===== src/rtl/instruction_mem.sv =====
// instruction_mem: 32 x 32-bit instruction memory. Reset restores a built-in program, and a load port overwrites words at run time.
// Define REG_OUT_EN to register the read port (1-cycle latency). The default build uses a combinational read.
module instruction_mem #(
    parameter int DATA_WIDTH = 32,
    parameter int ADDR_WIDTH = 5
) (
    input  logic                  clk,
    input  logic                  rst_n,
    input  logic [ADDR_WIDTH-1:0] addr,
    output logic [DATA_WIDTH-1:0] instruction,
    input  logic                  load_en,
    input  logic [ADDR_WIDTH-1:0] load_addr,
    input  logic [DATA_WIDTH-1:0] load_data
);

    localparam int DEPTH = 2 ** ADDR_WIDTH;

    // Word 31 holds "j 31", so the program parks there once it finishes.
    localparam logic [DATA_WIDTH-1:0] DEFAULT_PROG [DEPTH] = '{
        0:       32'h2008_0005,
        1:       32'h2009_000A,
        2:       32'h0109_5020,
        3:       32'h0128_5822,
        4:       32'hAC0A_0004,
        5:       32'h8C0C_0004,
        6:       32'h114C_0001,
        31:      32'h0800_001F,
        default: '0
    };

    // NOTE: this array is reloaded in full on reset because the program must come back after every reset.
    // The declaration initialiser gives the same contents at power-up, before any reset edge.
    logic [DATA_WIDTH-1:0] mem_q [DEPTH] = DEFAULT_PROG;

    // NOTE: sequential state uses non-blocking assignments only. A read in the same cycle therefore sees the pre-write word.
    always_ff @(posedge clk) begin
        if (!rst_n) begin
            mem_q <= DEFAULT_PROG;
        end else if (load_en) begin
            mem_q[load_addr] <= load_data;
        end
    end

`ifdef REG_OUT_EN
    logic [DATA_WIDTH-1:0] instr_q = '0;
    logic [DATA_WIDTH-1:0] instr_d;

    // A reset edge clears the output to a nop. The next edge shows mem[addr] again.
    always_comb begin
        instr_d = '0;
        if (rst_n) begin
            instr_d = mem_q[addr];
        end
    end

    always_ff @(posedge clk) begin
        instr_q <= instr_d;
    end

    assign instruction = instr_q;
`else
    assign instruction = mem_q[addr];
`endif

endmodule


===== config.mk =====
export PLATFORM = sky130hd
export DESIGN_NAME = instruction_mem
export DESIGN_NICKNAME = d
export VERILOG_FILES = /design/src/rtl/instruction_mem.sv
export SDC_FILE = /design/constraint.sdc
export NUM_CORES = 2
export LEC_CHECK = 0
export CAP_MARGIN = 20
export CORE_UTILIZATION = 45
export DETAILED_ROUTE_END_ITERATION = 10
export GPL_TIMING_DRIVEN = 0
export PLACE_DENSITY_LB_ADDON = 0.15
export SYNTH_ARGS = -nofsm -noshare
export SYNTH_HDL_FRONTEND = slang
export SYNTH_SLANG_ARGS = --single-unit

===== constraint.sdc =====
create_clock -name clk -period 2.8 [get_ports clk]
set_input_delay 0.56 -clock clk [delete_from_list [all_inputs] [get_ports clk]]
set_output_delay 0.56 -clock clk [all_outputs]
set_load 0.005 [all_outputs]

=== Word level (Yosys, flattened, before mapping) ===
Index checks and enable logic that the tools add are counted.

* Input bits: 45
* Word-level logic and storage cells: 44
* Output and inout bits: 32
* Register bits after elaboration: 1024

* Bitwise operators: 2
* Order comparisons: 3
* Reduce and logical (&&, ||, !) cells: 1
* Muxes and demuxes: 6

{| class="wikitable"
|+ Operators by type and width
! cell !! number
|-
| bitwise mux 1024 bit || 1
|-
| binary-select mux 32 bit (select 5 bit) || 1
|-
| demux 32 bit (select 5 bit) || 1
|-
| 2-to-1 mux 32 bit || 3
|-
| >= comparator 6 bit (second input constant) || 2
|-
| inverter 5 -> 6 bit || 2
|-
| < comparator 6 x 1 -> 1 bit (second input constant) || 1
|-
| logical AND 1 bit || 1
|}

=== Longest topological paths before layout ===
* Depth in word-level cells: 6
* Depth in mapped cells: 8
* Gate-level depth less buffers: 5

=== Least setup slack after synthesis ===
OpenSTA, ideal clock, no wires.

* Kind: input -> output
* From: input port addr[1]
* To: output port instruction[16]
* Data required time: 2.240 ns
* Stages on the path: 8
* Path buffers: 4
* Path slack: 0.469 ns
* Data arrival time: 1.771 ns
* Cells stage by stage: buf_2 -> buf_2 -> buf_4 -> buf_4 -> mux2i_1 -> a22oi_1 -> a31oi_1 -> nand3_1

* Cells in the longest elaborated chain, start to end: 4

{| class="wikitable"
|+ RTL lines
! item !! line !! source
|-
| start: declaration || 9 || <nowiki>input logic [ADDR_WIDTH-1:0] addr,</nowiki>
|-
| inverter 5 -> 6 bit (implied by the code) || 62 || <nowiki>assign instruction = mem_q[addr];</nowiki>
|-
| binary-select mux 32 bit (select 5 bit) || 62 ||
|-
| 2-to-1 mux 32 bit (implied by the code) (2 in series) || 62 ||
|-
| end: declaration || 10 || <nowiki>output logic [DATA_WIDTH-1:0] instruction,</nowiki>
|}

No other way between the ends. The select of a mux whose other input is x is not followed.

=== Final worst setup path ===
* From: input port addr[1]
* To: output port instruction[8]

The elaborated chain is that of the path after synthesis.

==> summary.md <==
| Metric | Value |
|---|---|
| Synthesized area per cell | `8.109 µm²` |
| Die Ht | `324.0 µm` |
| CTS tree | `done` |
| Mapped Area | `46660 µm²` |
| CTS sink cnt | `1024` |
| EDFF count, synth | `0` |
| CP Max Fanout | `7` |
| Tot Pwr | `~34000 µW` |
| WP data arrival | `2.44 ns` |
| Synth Instances | `5755` |
| Synth Flop Type | `dfxtp_1` |
| Cell with the most instances after synthesis | `nand2_1` |
| Req. time, crit path | `2.24 ns` |
| Clock-pin slew on the worst setup and hold paths | `0.06 ns` |
| Status | `finished with violations` |
| Setup ws final | `-0.1964 ns` |
| Final Slew Violations | `0` |
| Post-synth cell types | `33` |
| Non-Filler Instances | `between 7000 and 8000` |
| Htree depth | `3` |
| Largest net degree at the start of global routing | `15` |
| TNS Setup | `-2.214 ns` |
| Max reg flops | `1024` |
| Hold Violations, Final | `0` |
| Gr ovfl total | `0` |
| IO buf count | `73` |
| Pre-CTS WS | `-1.821 ns` |
| Clock Path Buffers | `3` |
| Area delta synth->final | `24.70%` |
| Main area contributors after synthesis | `dfxtp_1 44%, nand2_1 18%, mux2i_1 11%` |
| Wirelength per Cell | `27.90 µm` |
| CP Class | `primary input to output pin` |
| Max Cap Viol | `0` |
| Via count | `44250` |
| Commonest cells in the synthesized netlist | `2180 x nand2_1, 1024 x dfxtp_1, 557 x a21boi_1, 512 x mux2i_1, 419 x a21boi_0` |
| Total Routing Usage GR | `0.3911` |
| CTS root buffer | `clkbuf_16` |
| Post-layout net count | `6060` |
| Worst skew pair latency | `approximately 0.7 ns` |
| Antenna violations before repair | `6` |
| Via density | `approximately 5.9` |
| # rows | `117` |
| Largest area contributor in the netlist | `dfxtp_1` |
| CTS Hold Bufs | `0` |
| HP Class | `register to register` |
| Routed Antenna Nets | `0` |
| CP endpoint kind | `output pin` |
| Top Registers | `mem_q: 1024 flops` |
| Syn nets | `5800` |
| Asr flop ratio synth | `0` |
| Power Density | `580.8 nW/µm²` |
| Worst clock skew | `0 ns` |
| Sequential area share after synthesis | `0.4393` |
| Yosys reg bits | `1024` |
| Worst-margin pin slew | `around 1.3 ns` |
| Post-DP HPWL | `151.9 mm` |
| Initial detailed-routing violation count | `roughly 5700` |
| Worst R2R Setup Slack | `2.04 ns` |
| Maximum clock frequency | `0.3337 GHz` |
| Inst Count DP | `a little over 7000` |
| Min cycle time layout | `2.996 ns` |
| Lkg Pwr | `about 0.02 µW` |
| Synth warnings | `0` |
| Vias in the first global route | `roughly 40000` |
| Critical Path Source Type | `primary input` |
| Total CTS buffers | `111` |
| Share of layout cells above drive strength 1 | `0.1616` |
| Failing checks | `negative setup slack` |
| I/O pins | `77` |
| Period utilization | `1.070` |
| First-pass GRT wire length | `291.7 mm` |
| Total Routed Length | `around 210 mm` |
| DRC errors left | `0` |
| Die width | `324.0 µm` |
| Core ar. | `102300 µm²` |
| Unrepaired setup endpoints after global routing | `true` |
| Setup Viol. Count Final | `between 40 and 50` |
| Initial DRT Pass Iterations | `6` |
| RD Place Congestion | `1.089` |
| Biggest register | `mem_q` |
| Max transition margin | `0.1597` |
| Die Area | `105000 µm²` |
| Max VDD drop | `slightly below 0.6 mV` |
| Initial Util | `0.4560` |
| Top cell type's share of synthesized area | `0.4393` |
repair_timing:
action	4_1_cts	5_1_grt
gates cloned	9	1
pin swaps	141	51
setup endpoints to repair	32	116
endpoints found under the hold margin	0	0
resized for setup	1038	131
setup buffers	38	12
final timing paths:
check | end | start | cells past startpoint
setup reg to reg | mem_q[127] | mem_q[127] | 2
setup / recovery | instruction[8] | addr[1] | 10
hold / removal | mem_q[636] | mem_q[636] | 2
hold reg to reg | mem_q[636] | mem_q[636] | 2
power by group:
group	switching (µW)	internal, µW	total (µW)
registers	71.8	14700	14800
logic	2530	1360	3890
clock network	6400	8760	15200
cell usage in the layout, fill, tap and decap left out, types with 63 or more instances in the layout:
cell type	n
a21boi_0	419
a21boi_1	557
a21oi_1	71
buf_2	89
clkbuf_1	348
clkbuf_16	120
dfxtp_1	1008
mux2i_1	347
mux2i_2	92
mux2i_4	73
nand2_1	2165
nand3_2	63
metrics by stage:
| step | utilization | hold WS, ns | area (µm²) |
|---|---|---|---|
| finish | 0.5687 | 0.4508 | 58190 |
| floorplan | - | 0.4344 | 46660 |
| CTS | 0.5615 | 0.4525 | 57460 |
| global route | 0.5686 | 0.4640 | 58180 |
| global placement | 0.4799 | 0.4391 | 49110 |
| detailed placement | 0.4816 | 0.4440 | 49280 |
worst max-delay path: stages:
cell and delay (ns):
buf_16 0.13, buf_16 0.16, buf_12 0.15, buf_6 0.12, mux2i_1 0.11, a22o_1 0.26, nor3_4 0.52, a31oi_1 0.12
nand3_2 0.16, buf_2 0.13
kinds of logic (layout without fill, tap and decap cells):
| group | after synthesis | count (layout) | share of synthesized area |
|---|---|---|---|
| mux | 512 | 512 | 0.1098 |
| simple gates | 2419 | 2419 | 0.2038 |
| compound gates | 1264 | 1264 | 0.1991 |
| other cells | 0 | 5 | 0 |
| buf+inv | 536 | 887 | 0.04802 |
| flops | 1024 | 1024 | 0.4393 |
area by class of cell:
cell class | count | area, µm²
fill | 9383 | 44140
multi-input combinational | 4195 | 27250
tap | 1368 | 1712
clock inverter | 36 | 334.1
sequential | 1024 | 20520
timing repair buffer | 150 | 1589
buffer | 533 | 3382
clock buffer | 168 | 3386
antenna | 5 | 12.51
metal layers:
layer  share of wire  global-route usage  wire length (µm)
met5          0.0011             0.01528               235
met2            0.42              0.5643             86760
met4           0.062              0.2147             12890
met1            0.40              0.5168             83830
met3            0.12              0.1192             24950
No activity file was read; power rests on OpenSTA's default activity.
